--- config.mk ---
export PLATFORM = sky130hd
export DESIGN_NAME = hazard_stall_ctrl_flat
export DESIGN_NICKNAME = d
export VERILOG_FILES = /design/src/rtl/hazard_stall_ctrl_pkg.sv /design/src/rtl/hazard_stall_ctrl_if.sv /design/src/rtl/hazard_stall_ctrl_md_latency_counter.sv /design/src/rtl/hazard_stall_ctrl.sv /design/src/flat_wrapper.sv
export SDC_FILE = /design/constraint.sdc
export NUM_CORES = 1
export LEC_CHECK = 0
export BUFFER_PORTS_ARGS = -buffer_cell sky130_fd_sc_hd__buf_2
export CAP_MARGIN = 5
export CORE_MARGIN = 3
export CORE_UTILIZATION = 44
export DETAILED_ROUTE_END_ITERATION = 12
export PLACE_DENSITY = 0.75
export SLEW_MARGIN = 0
export SYNTH_ARGS = -nofsm -noshare
export SYNTH_HDL_FRONTEND = slang
export SYNTH_HIERARCHICAL = 1
export SYNTH_SLANG_ARGS = --single-unit
--- constraint.sdc ---
create_clock -name Clk -period 1.88 [get_ports Clk]
set_clock_uncertainty 0.05 [all_clocks]
set_input_delay 0.188 -clock Clk [delete_from_list [all_inputs] [get_ports Clk]]
set_output_delay 0.188 -clock Clk [all_outputs]
set_load 0.1 [all_outputs]
--- src/rtl/hazard_stall_ctrl_pkg.sv ---
// Shared definitions for the MIPS pipeline sequencing logic.
// Holds the mult/div FSM encoding, the default latencies and the $0 register index.
package mips_pipe_pkg;
  typedef enum logic {IDLE = 1'b0, BUSY = 1'b1} md_state_e;

  localparam int MULT_LAT_DEF = 4;
  localparam int DIV_LAT_DEF  = 8;

  localparam logic [4:0] REG_ZERO = 5'd0;
endpackage

--- src/rtl/hazard_stall_ctrl_if.sv ---
// Bundle between the ID/EX hazard sources and the stall controller.
// The master drives the decode/execute fields; the slave returns the enables and mult/div status.
interface hazard_stall_ctrl_if #(parameter int STALL_CNT_W = 16);
  logic                   freeze;
  logic [4:0]             id_rs;
  logic [4:0]             id_rt;
  logic                   id_uses_rs;
  logic                   id_uses_rt;
  logic                   ex_load;
  logic [4:0]             ex_rd;
  logic                   id_is_md;
  logic                   id_md_div;
  logic                   id_reads_hilo;
  logic                   pc_le;
  logic                   npc_le;
  logic                   if_id_le;
  logic                   id_ex_bubble;
  logic                   md_start;
  logic                   md_busy;
  logic                   md_done;
  logic [STALL_CNT_W-1:0] stall_count;

  modport master (
    output freeze, id_rs, id_rt, id_uses_rs, id_uses_rt, ex_load, ex_rd,
           id_is_md, id_md_div, id_reads_hilo,
    input  pc_le, npc_le, if_id_le, id_ex_bubble, md_start, md_busy, md_done,
           stall_count
  );

  modport slave (
    input  freeze, id_rs, id_rt, id_uses_rs, id_uses_rt, ex_load, ex_rd,
           id_is_md, id_md_div, id_reads_hilo,
    output pc_le, npc_le, if_id_le, id_ex_bubble, md_start, md_busy, md_done,
           stall_count
  );
endinterface

--- src/rtl/hazard_stall_ctrl_md_latency_counter.sv ---
// Loadable down-counter that times a mult/div operation.
// Load wins over decrement; o_one flags the last busy cycle.
module md_latency_counter #(
  parameter int CNT_W = 4
) (
  input  logic             Clk,
  input  logic             Reset_n,
  input  logic             i_load,
  input  logic [CNT_W-1:0] i_load_val,
  input  logic             i_dec,
  output logic [CNT_W-1:0] o_cnt,
  output logic             o_one
);
  logic [CNT_W-1:0] r_cnt;

  always_ff @(posedge Clk or negedge Reset_n) begin
    if (!Reset_n)                  r_cnt <= '0;
    else if (i_load)               r_cnt <= i_load_val;
    else if (i_dec && r_cnt != '0) r_cnt <= r_cnt - 1'b1;
  end

  assign o_cnt = r_cnt;
  assign o_one = (r_cnt == CNT_W'(1));
endmodule

--- src/rtl/hazard_stall_ctrl.sv ---
// Fetch/decode sequencing: load-use and HI/LO hazard stalls, mult/div scheduling,
// and a saturating count of stalled cycles.
module hazard_stall_ctrl
  import mips_pipe_pkg::*;
#(
  parameter int MULT_LAT    = MULT_LAT_DEF,
  parameter int DIV_LAT     = DIV_LAT_DEF,
  parameter int CNT_W       = 4,
  parameter int STALL_CNT_W = 16
) (
  input logic          Clk,
  input logic          Reset_n,
  hazard_stall_ctrl_if.slave bus
);
  localparam logic [CNT_W-1:0] MULT_LV = CNT_W'(MULT_LAT);
  localparam logic [CNT_W-1:0] DIV_LV  = CNT_W'(DIV_LAT);

  md_state_e              r_state;
  md_state_e              w_next;
  logic [STALL_CNT_W-1:0] r_stall_cnt;
  logic                   w_load_use;
  logic                   w_md_busy;
  logic                   w_md_conflict;
  logic                   w_stall;
  logic                   w_md_start;
  logic [CNT_W-1:0]       w_cnt;
  logic                   w_cnt_one;

  assign w_load_use = bus.ex_load && (bus.ex_rd != REG_ZERO) &&
                      ((bus.id_uses_rs && (bus.id_rs == bus.ex_rd)) ||
                       (bus.id_uses_rt && (bus.id_rt == bus.ex_rd)));

  assign w_md_busy     = (r_state == BUSY);
  assign w_md_conflict = w_md_busy && (bus.id_is_md || bus.id_reads_hilo);
  // Gated by reset so the pipeline free-runs while Reset_n is low.
  assign w_stall       = Reset_n && (w_load_use || w_md_conflict || bus.freeze);

  always_ff @(posedge Clk or negedge Reset_n) begin
    if (!Reset_n) r_state <= IDLE;
    else          r_state <= w_next;
  end

  always_comb begin
    w_next     = r_state;
    w_md_start = 1'b0;
    case (r_state)
      IDLE: begin
        if (Reset_n && bus.id_is_md && !w_stall) begin
          w_md_start = 1'b1;
          w_next     = BUSY;
        end
      end
      BUSY: begin
        if (w_cnt_one) w_next = IDLE;
      end
      default: w_next = IDLE;
    endcase
  end

  md_latency_counter #(.CNT_W(CNT_W)) u_lat_cnt (
    .Clk       (Clk),
    .Reset_n   (Reset_n),
    .i_load    (w_md_start),
    .i_load_val(bus.id_md_div ? DIV_LV : MULT_LV),
    .i_dec     (w_md_busy),
    .o_cnt     (w_cnt),
    .o_one     (w_cnt_one)
  );

  always_ff @(posedge Clk or negedge Reset_n) begin
    if (!Reset_n)                         r_stall_cnt <= '0;
    else if (w_stall && r_stall_cnt != '1) r_stall_cnt <= r_stall_cnt + 1'b1;
  end

  assign bus.pc_le        = !w_stall;
  assign bus.npc_le       = !w_stall;
  assign bus.if_id_le     = !w_stall;
  assign bus.id_ex_bubble = w_stall;
  assign bus.md_start     = w_md_start;
  assign bus.md_busy      = w_md_busy;
  assign bus.md_done      = w_md_busy && w_cnt_one;
  assign bus.stall_count  = r_stall_cnt;
endmodule

--- src/flat_wrapper.sv ---
// flat-port wrapper written by rule: the top's interface ports become plain ports
module hazard_stall_ctrl_flat import mips_pipe_pkg::*;
#(
  parameter int MULT_LAT    = MULT_LAT_DEF,
  parameter int DIV_LAT     = DIV_LAT_DEF,
  parameter int CNT_W       = 4,
  parameter int STALL_CNT_W = 16
)
  (Clk, Reset_n, bus_freeze, bus_id_rs, bus_id_rt, bus_id_uses_rs, bus_id_uses_rt, bus_ex_load, bus_ex_rd, bus_id_is_md, bus_id_md_div, bus_id_reads_hilo, bus_pc_le, bus_npc_le, bus_if_id_le, bus_id_ex_bubble, bus_md_start, bus_md_busy, bus_md_done, bus_stall_count);
  hazard_stall_ctrl_if #(.STALL_CNT_W(STALL_CNT_W)) bus_i ();
  input logic Clk;
  input logic Reset_n;
  input wire logic [$bits(bus_i.freeze)-1:0] bus_freeze;
  input wire logic [$bits(bus_i.id_rs)-1:0] bus_id_rs;
  input wire logic [$bits(bus_i.id_rt)-1:0] bus_id_rt;
  input wire logic [$bits(bus_i.id_uses_rs)-1:0] bus_id_uses_rs;
  input wire logic [$bits(bus_i.id_uses_rt)-1:0] bus_id_uses_rt;
  input wire logic [$bits(bus_i.ex_load)-1:0] bus_ex_load;
  input wire logic [$bits(bus_i.ex_rd)-1:0] bus_ex_rd;
  input wire logic [$bits(bus_i.id_is_md)-1:0] bus_id_is_md;
  input wire logic [$bits(bus_i.id_md_div)-1:0] bus_id_md_div;
  input wire logic [$bits(bus_i.id_reads_hilo)-1:0] bus_id_reads_hilo;
  output wire logic [$bits(bus_i.pc_le)-1:0] bus_pc_le;
  output wire logic [$bits(bus_i.npc_le)-1:0] bus_npc_le;
  output wire logic [$bits(bus_i.if_id_le)-1:0] bus_if_id_le;
  output wire logic [$bits(bus_i.id_ex_bubble)-1:0] bus_id_ex_bubble;
  output wire logic [$bits(bus_i.md_start)-1:0] bus_md_start;
  output wire logic [$bits(bus_i.md_busy)-1:0] bus_md_busy;
  output wire logic [$bits(bus_i.md_done)-1:0] bus_md_done;
  output wire logic [$bits(bus_i.stall_count)-1:0] bus_stall_count;
  assign bus_i.freeze = bus_freeze;
  assign bus_i.id_rs = bus_id_rs;
  assign bus_i.id_rt = bus_id_rt;
  assign bus_i.id_uses_rs = bus_id_uses_rs;
  assign bus_i.id_uses_rt = bus_id_uses_rt;
  assign bus_i.ex_load = bus_ex_load;
  assign bus_i.ex_rd = bus_ex_rd;
  assign bus_i.id_is_md = bus_id_is_md;
  assign bus_i.id_md_div = bus_id_md_div;
  assign bus_i.id_reads_hilo = bus_id_reads_hilo;
  assign bus_pc_le = bus_i.pc_le;
  assign bus_npc_le = bus_i.npc_le;
  assign bus_if_id_le = bus_i.if_id_le;
  assign bus_id_ex_bubble = bus_i.id_ex_bubble;
  assign bus_md_start = bus_i.md_start;
  assign bus_md_busy = bus_i.md_busy;
  assign bus_md_done = bus_i.md_done;
  assign bus_stall_count = bus_i.stall_count;
  hazard_stall_ctrl #(.MULT_LAT(MULT_LAT), .DIV_LAT(DIV_LAT), .CNT_W(CNT_W), .STALL_CNT_W(STALL_CNT_W)) u_core (.Clk(Clk), .Reset_n(Reset_n), .bus(bus_i));
endmodule
==> out/qor.yml, run 1 <==
netlist_top_cells_area: "dfrtp_1 (40%), xnor2_1 (7.9%), xor2_1 (7.9%), nand3_1 (3.8%), nand2_1 (3.4%)"
drive_gt1_frac: 0.6233
cts_tree: "done"
initial_core_util: 0.4732
fin_crit_sh: 1.023
power_density_mw_per_mm2: 1297
clk_pin_slew_worst_paths_ns: 0.11
synth_top_area_frac: 0.3959
grt_pass1_vias: 1203
path_cells: "o21a_1 -> nor2_4 -> o21a_1 -> nand2b_4 -> clkinvlp_4 -> buf_12"
maxCapViolations: 0
violations: "negative setup slack"
grt_pass1_wl_mm: 5.009
clkPwrFrac: 0.075
fill_cells: 184
status: "complete, but fails checks"
switching_power_uw: 1537
synthCells: 135
power.leakage_uw: 0.001010
max_stage_delay_ns: 0.49
dp_hpwl_mm: 2.589
clk_latency_ns: 0.30
routed_wl_mm: 3.379
switching_share: 0.5395
multi_input_area_um2: 929.6
die_area_mm2: 0.003712
clock-sinks: 21
comb_power_share: 0.645
intPower_uw: 1312
critPathCaptureType: "output pin"
place.gp.congestion: 0.8255
grt_max_degree: 12
crit_top_cell: "o21a_1"
numCtsBuffers: 3
drcViolationCount: 0
cp-start-kind: "register"
wl_per_cell_um: 13.74
cts.path.max_buffers: 2
grt-ovfl-total: 0
rows: 19
worst-path-max-fanout: 4
cts.htree.levels: 1
hold_viol_final: 0
cp.arrival_ns: 1.69
ir_drop_mv: 1.737
via_per_inst: 5.260
cp.required_ns: 1.64
async_flop_share: 1.000
dr.pass1.iters: 4
syn_avg_cell_area_um2: 9.834
setup_violations: 2
die_x_um: 60.93
coreArea_mm2: 0.002805
maxSlewViolCount: 0
ys_seq_area_frac: 0.3959
ys_types: 42
syn_to_final_growth_pct: 65.41
nNetsFinal: 243
synth-edff-count: 0
crit_type: "register to output pin"
syn_area_mm2: 0.001328
yosysWarnings: 6
ys_seq_elements: 21
register_area_um2: 569.3
cts-root-buf: "clkbuf_4"
fp.dieH_um: 60.93
max_freq_ghz: 0.5200
power.total_uw: 2849
drt-initial-drc-count: 34
finalSetupTns_ns: -0.06516
ios: 47
io_buffers: 46
post-route-min-period_ns: 1.923
antenna_found_initial: 0
hp-class: "input pin to register"
synthFlopType: "dfrtp_1"
final_common_cell: "buf_2"
ant_nets: 0
rsz0062_at_grt: "yes"
seqPwrFrac: 0.280
cpMaxStageDelayCell: "dfrtp_4"
setup_ws_ns: -0.04306
final_cell_mix: "buf_2 (40), buf_4 (28), xnor2_1 (12), nand2_1 (12), xor2_1 (11)"
antennaDiodeCount: 0
synth_top_cell_by_area: "dfrtp_1"
vias: 1294
grt_use_total: 0.1785
-- cell type report --
type                    instances  area share
clock buffers                   4     0.01197
flip-flops and latches         21      0.2593
inverters                       6     0.01197
repair buffers                 80      0.2758
multi-input cells             104      0.4234
well taps                      31     0.01766
-- registers in the layout, indices dropped and copies added, names as in the netlist --
name,cells
u_core/bus.md_busy,1
u_core/u_lat_cnt/o_cnt,4
u_core/bus.stall_count,16
-- worst paths after layout --
| check | startpoint | to | slack [ns] | depth (start not counted) |
|---|---|---|---|---|
| setup reg to reg | u_core/bus.stall_count[7]$_DFFE_PN0P_ | u_core/bus.stall_count[15]$_DFFE_PN0P_ | -0.02 | 7 |
| setup / recovery | u_core/bus.md_busy$_DFF_PN0_ | bus_id_ex_bubble | -0.04 | 6 |
| hold / removal | bus_id_md_div | u_core/u_lat_cnt/o_cnt[3]$_DFFE_PN0P_ | 0.1 | 2 |
| hold reg to reg | u_core/bus.stall_count[10]$_DFFE_PN0P_ | u_core/bus.stall_count[10]$_DFFE_PN0P_ | 0.44 | 1 |
| max in group asynchronous | Reset_n | u_core/bus.stall_count[4]$_DFFE_PN0P_ | 1.18 | 3 |
| min in group asynchronous | Reset_n | u_core/bus.stall_count[13]$_DFFE_PN0P_ | 0.43 | 3 |
-- cell families after synthesis --
kind of cell,share of synthesized area
buffers and inverters,0.04618
and+or+nand+nor,0.2516
DFF,0.3958
other,0.002825
muxes,0.02450
xor gates and xnor gates,0.1583
AOI/OAI and AO/OA,0.09238
adders and majority gates,0.02828
-- cell usage after synthesis, types with 2 or more instances --
library cell and number:
nor2_1 11, inv_1 6, nand3_1 10, buf_4 3, dfrtp_1 21, ha_1 3
nand2_1 12, nor3_1 5, xor2_1 12, xnor2_1 12, o21a_1 2, nor3b_1 3
a21oi_1 2, o21ai_1 2, nand4_1 4
-- worst max-delay path, delay by kind of cell (launching register included) --
family / cells / cell delay [ns]
compound gates: 2 / 0.31
buf+inv: 2 / 0.29
flops: 1 / 0.49
simple gates: 2 / 0.31
-- power groups by stage --
stage | clock [uW] | combinational, uW | sequential, uW
global route | 232 | 1930 | 820
finish | 215 | 1840 | 796
floorplan | 0 | 673 | 1440
detailed placement | 0 | 1740 | 807
global placement | 0 | 1700 | 791
CTS | 220 | 1770 | 798
-- repair_timing --
item / in CTS / in global routing
endpoints found under the setup margin: 9 / 19
resized for setup: 3 / 13
endpoints found under the hold margin: 21 / 0
hold buffers: 1 / 0
pin swaps: 4 / 8
buffers inserted: 4 / 4
-- layer usage --
layer	wire, um	GRT usage	up-vias
li1	-	-	625
met1	1390	0.2219	619
met2	1718	0.3267	46
met3	235	0.02553	4
met4	35	0.03715	0
met5	0	0	-
-- metrics by stage --
| step | worst slack (ns) | instance area [um^2] | cells | util | hold slack (ns) |
|---|---|---|---|---|---|
| after floorplan | -0.3069 | 1543 | 136 | - | -0.1576 |
| after global placement | -0.1089 | 2047 | 234 | 0.7297 | 0.1787 |
| after detailed placement | -0.1101 | 2047 | 234 | 0.7297 | 0.1760 |
| after CTS | -0.05033 | 2103 | 242 | 0.7498 | 0.09259 |
| after global routing | -0.1172 | 2196 | 246 | 0.7828 | 0.1020 |
| final | -0.04306 | 2196 | 246 | 0.7828 | 0.09803 |
Power figures use the tool's default switching activity.
==> run 2, diff against run 1 <==
==> constraint.sdc (replaced) <==
create_clock -name Clk -period 1.7 [get_ports Clk]
set_clock_uncertainty 0.05 [all_clocks]
set_input_delay 0 -clock Clk [delete_from_list [all_inputs] [get_ports Clk]]
set_output_delay 0 -clock Clk [all_outputs]
set_load 0.1 [all_outputs]
==> run 2 against run 1 <==
The run still ends with negative setup slack left. Final area grew 5.6%. Sequential share of layout area is 1.4 points lower. Hold slack improved by 0.094 ns. Global-route usage is 4.8 points higher. Critical endpoint is now u_core/bus.stall_count[11]$_DFFE_PN0P_.
==> out/qor.yml, run 2 (synthesis results as in run 1) <==
syn_to_final_growth_pct: 74.74
final_cell_mix: "buf_2 (40), buf_4 (32), nand2_1 (12), xor2_1 (12), xnor2_1 (11)"
holdWs_ns: 0.1925
antenna_found_initial: 0
ant_nets: 0
fin_crit_sh: 1.112
cts.htree.levels: 1
max_freq_ghz: 0.5291
dp_hpwl_mm: 2.796
path_cells: "and4_4 -> and3_4 -> a221oi_4 -> nand2_4 -> buf_12 -> nor2_4 -> xor2_1"
numCtsBuffers: 3
cp.required_ns: 1.87
ios: 47
status: "complete, but fails checks"
coreArea_mm2: 0.002805
clk_pin_slew_worst_paths_ns: 0.12
cts.path.max_buffers: 2
crit_type: "register to register"
initial_core_util: 0.4732
die_x_um: 60.93
endpoint: "u_core/bus.stall_count[11]$_DFFE_PN0P_"
cpMaxStageDelayCell: "dfrtp_4"
ir_drop_mv: 1.134
critPathCaptureType: "register"
io_buffers: 46
nNetsFinal: 252
setup_violations: 19
worst-path-max-fanout: 6
power.leakage_uw: 0.001075
grt_use_total: 0.2263
max_stage_delay_ns: 0.49
cp-start-kind: "register"
maxCapViolations: 0
vias: 1337
clock-sinks: 21
drive_gt1_frac: 0.6429
grt_pass1_wl_mm: 6.279
cp_top_family: "simple AND/OR/NAND/NOR gates"
grt_max_degree: 13
routed_wl_mm: 4.003
violations: "negative setup slack"
wl_per_cell_um: 15.70
reg2reg_from: "u_core/bus.stall_count[8]$_DFFE_PN0P_"
placed_cell_area_mm2: 0.002074
final_area_mm2: 0.002320
hold_viol_final: 0
antennaDiodeCount: 0
hp-class: "input pin to async pin"
post-route-min-period_ns: 1.890
fill_cells: 162
drcViolationCount: 0
setup_ws_ns: -0.1900
power.total_uw: 3344
place.gp.congestion: 0.7964
rrSetupSlack_ns: -0.19
drt-initial-drc-count: 26
clk_latency_ns: 0.31
maxSlewViolCount: 0
r2r-end: "u_core/bus.stall_count[11]$_DFFE_PN0P_"
grt_pass1_vias: 1387
cts-root-buf: "clkbuf_4"
rows: 19
cp.depth: 7
cp.arrival_ns: 2.06
fin_util: 0.8269
rsz0062_at_grt: "yes"
grt-ovfl-total: 0
via_per_inst: 5.243
critPathBufInv: 1
largest_reg_flops: 16
cts_tree: "done"
rr_worst_depth: 7
crit_start: "u_core/bus.stall_count[8]$_DFFE_PN0P_"
power_density_mw_per_mm2: 1442
final_common_cell: "buf_2"
die_area_mm2: 0.003712
fp.dieH_um: 60.93
dr.pass1.iters: 4
==> run 2: how the worst min path moves through the flow <==
stage | slack, ns | startpoint | endpoint
after floorplan | -0.35 | Reset_n | u_core/bus.stall_count[10]$_DFFE_PN0P_
after global routing | 0.21 | Reset_n | u_core/bus.stall_count[5]$_DFFE_PN0P_
after CTS | 0.19 | Reset_n | u_core/bus.stall_count[4]$_DFFE_PN0P_
final | 0.19 | Reset_n | u_core/bus.stall_count[4]$_DFFE_PN0P_
after global placement | -0.20 | Reset_n | u_core/bus.md_busy$_DFF_PN0_
after detailed placement | -0.20 | Reset_n | u_core/u_lat_cnt/o_cnt[0]$_DFFE_PN0P_
==> run 2: repair_timing <==
| action | 4_1_cts | 5_1_grt |
|---|---|---|
| buffers inserted | 7 | 2 |
| endpoints found under the hold margin | 23 | 0 |
| resized for setup | 8 | 10 |
| hold buffers | 3 | 0 |
| pin swaps | 11 | 9 |
| setup endpoints to repair | 20 | 24 |
| cloned | 1 | 0 |
==> run 2: final cells by class <==
class / count / area, um^2 / area share
clock buffer: 3 / 22.52 / 0.009709
tap: 31 / 38.79 / 0.01672
inverter: 6 / 26.28 / 0.01133
timing repair buffer: 88 / 686.9 / 0.2961
multi-input combinational: 105 / 970.9 / 0.4186
sequential: 21 / 569.3 / 0.2454
clock inverter: 1 / 5.005 / 0.002158
==> run 2: layer usage <==
layer  global-route usage  part of all wire  wire length (um)
met5                    0                 0                 0
met4              0.07740             0.010                40
met3              0.03191             0.054               216
met2               0.3908              0.52              2078
met1               0.2889              0.42              1668
==> run 2: through the flow <==
| stage | cells | setup slack, ns | setup TNS (ns) |
|---|---|---|---|
| detailed placement | 238 | -0.2297 | -2.416 |
| CTS | 253 | -0.1362 | -1.610 |
| finish | 255 | -0.1900 | -2.142 |
| global placement | 238 | -0.1361 | -1.388 |
| global route | 255 | -0.2771 | -3.953 |
| floorplan | 136 | -0.4795 | -5.971 |
==> run 2: report_power, final <==
group	switching, uW	total (uW)	internal (uW)
Sequential	153	850	697
Clock	152	240	87.9
Combinational	1480	2250	779
Total	1780	3340	1560
==> run 2: worst reg2reg max path: stages (launching register included) <==
cell and delay [ns]:
dfrtp_4 0.49, and4_4 0.19, and3_4 0.17, a221oi_4 0.30
nand2_4 0.14, buf_12 0.20, nor2_4 0.10, xor2_1 0.17
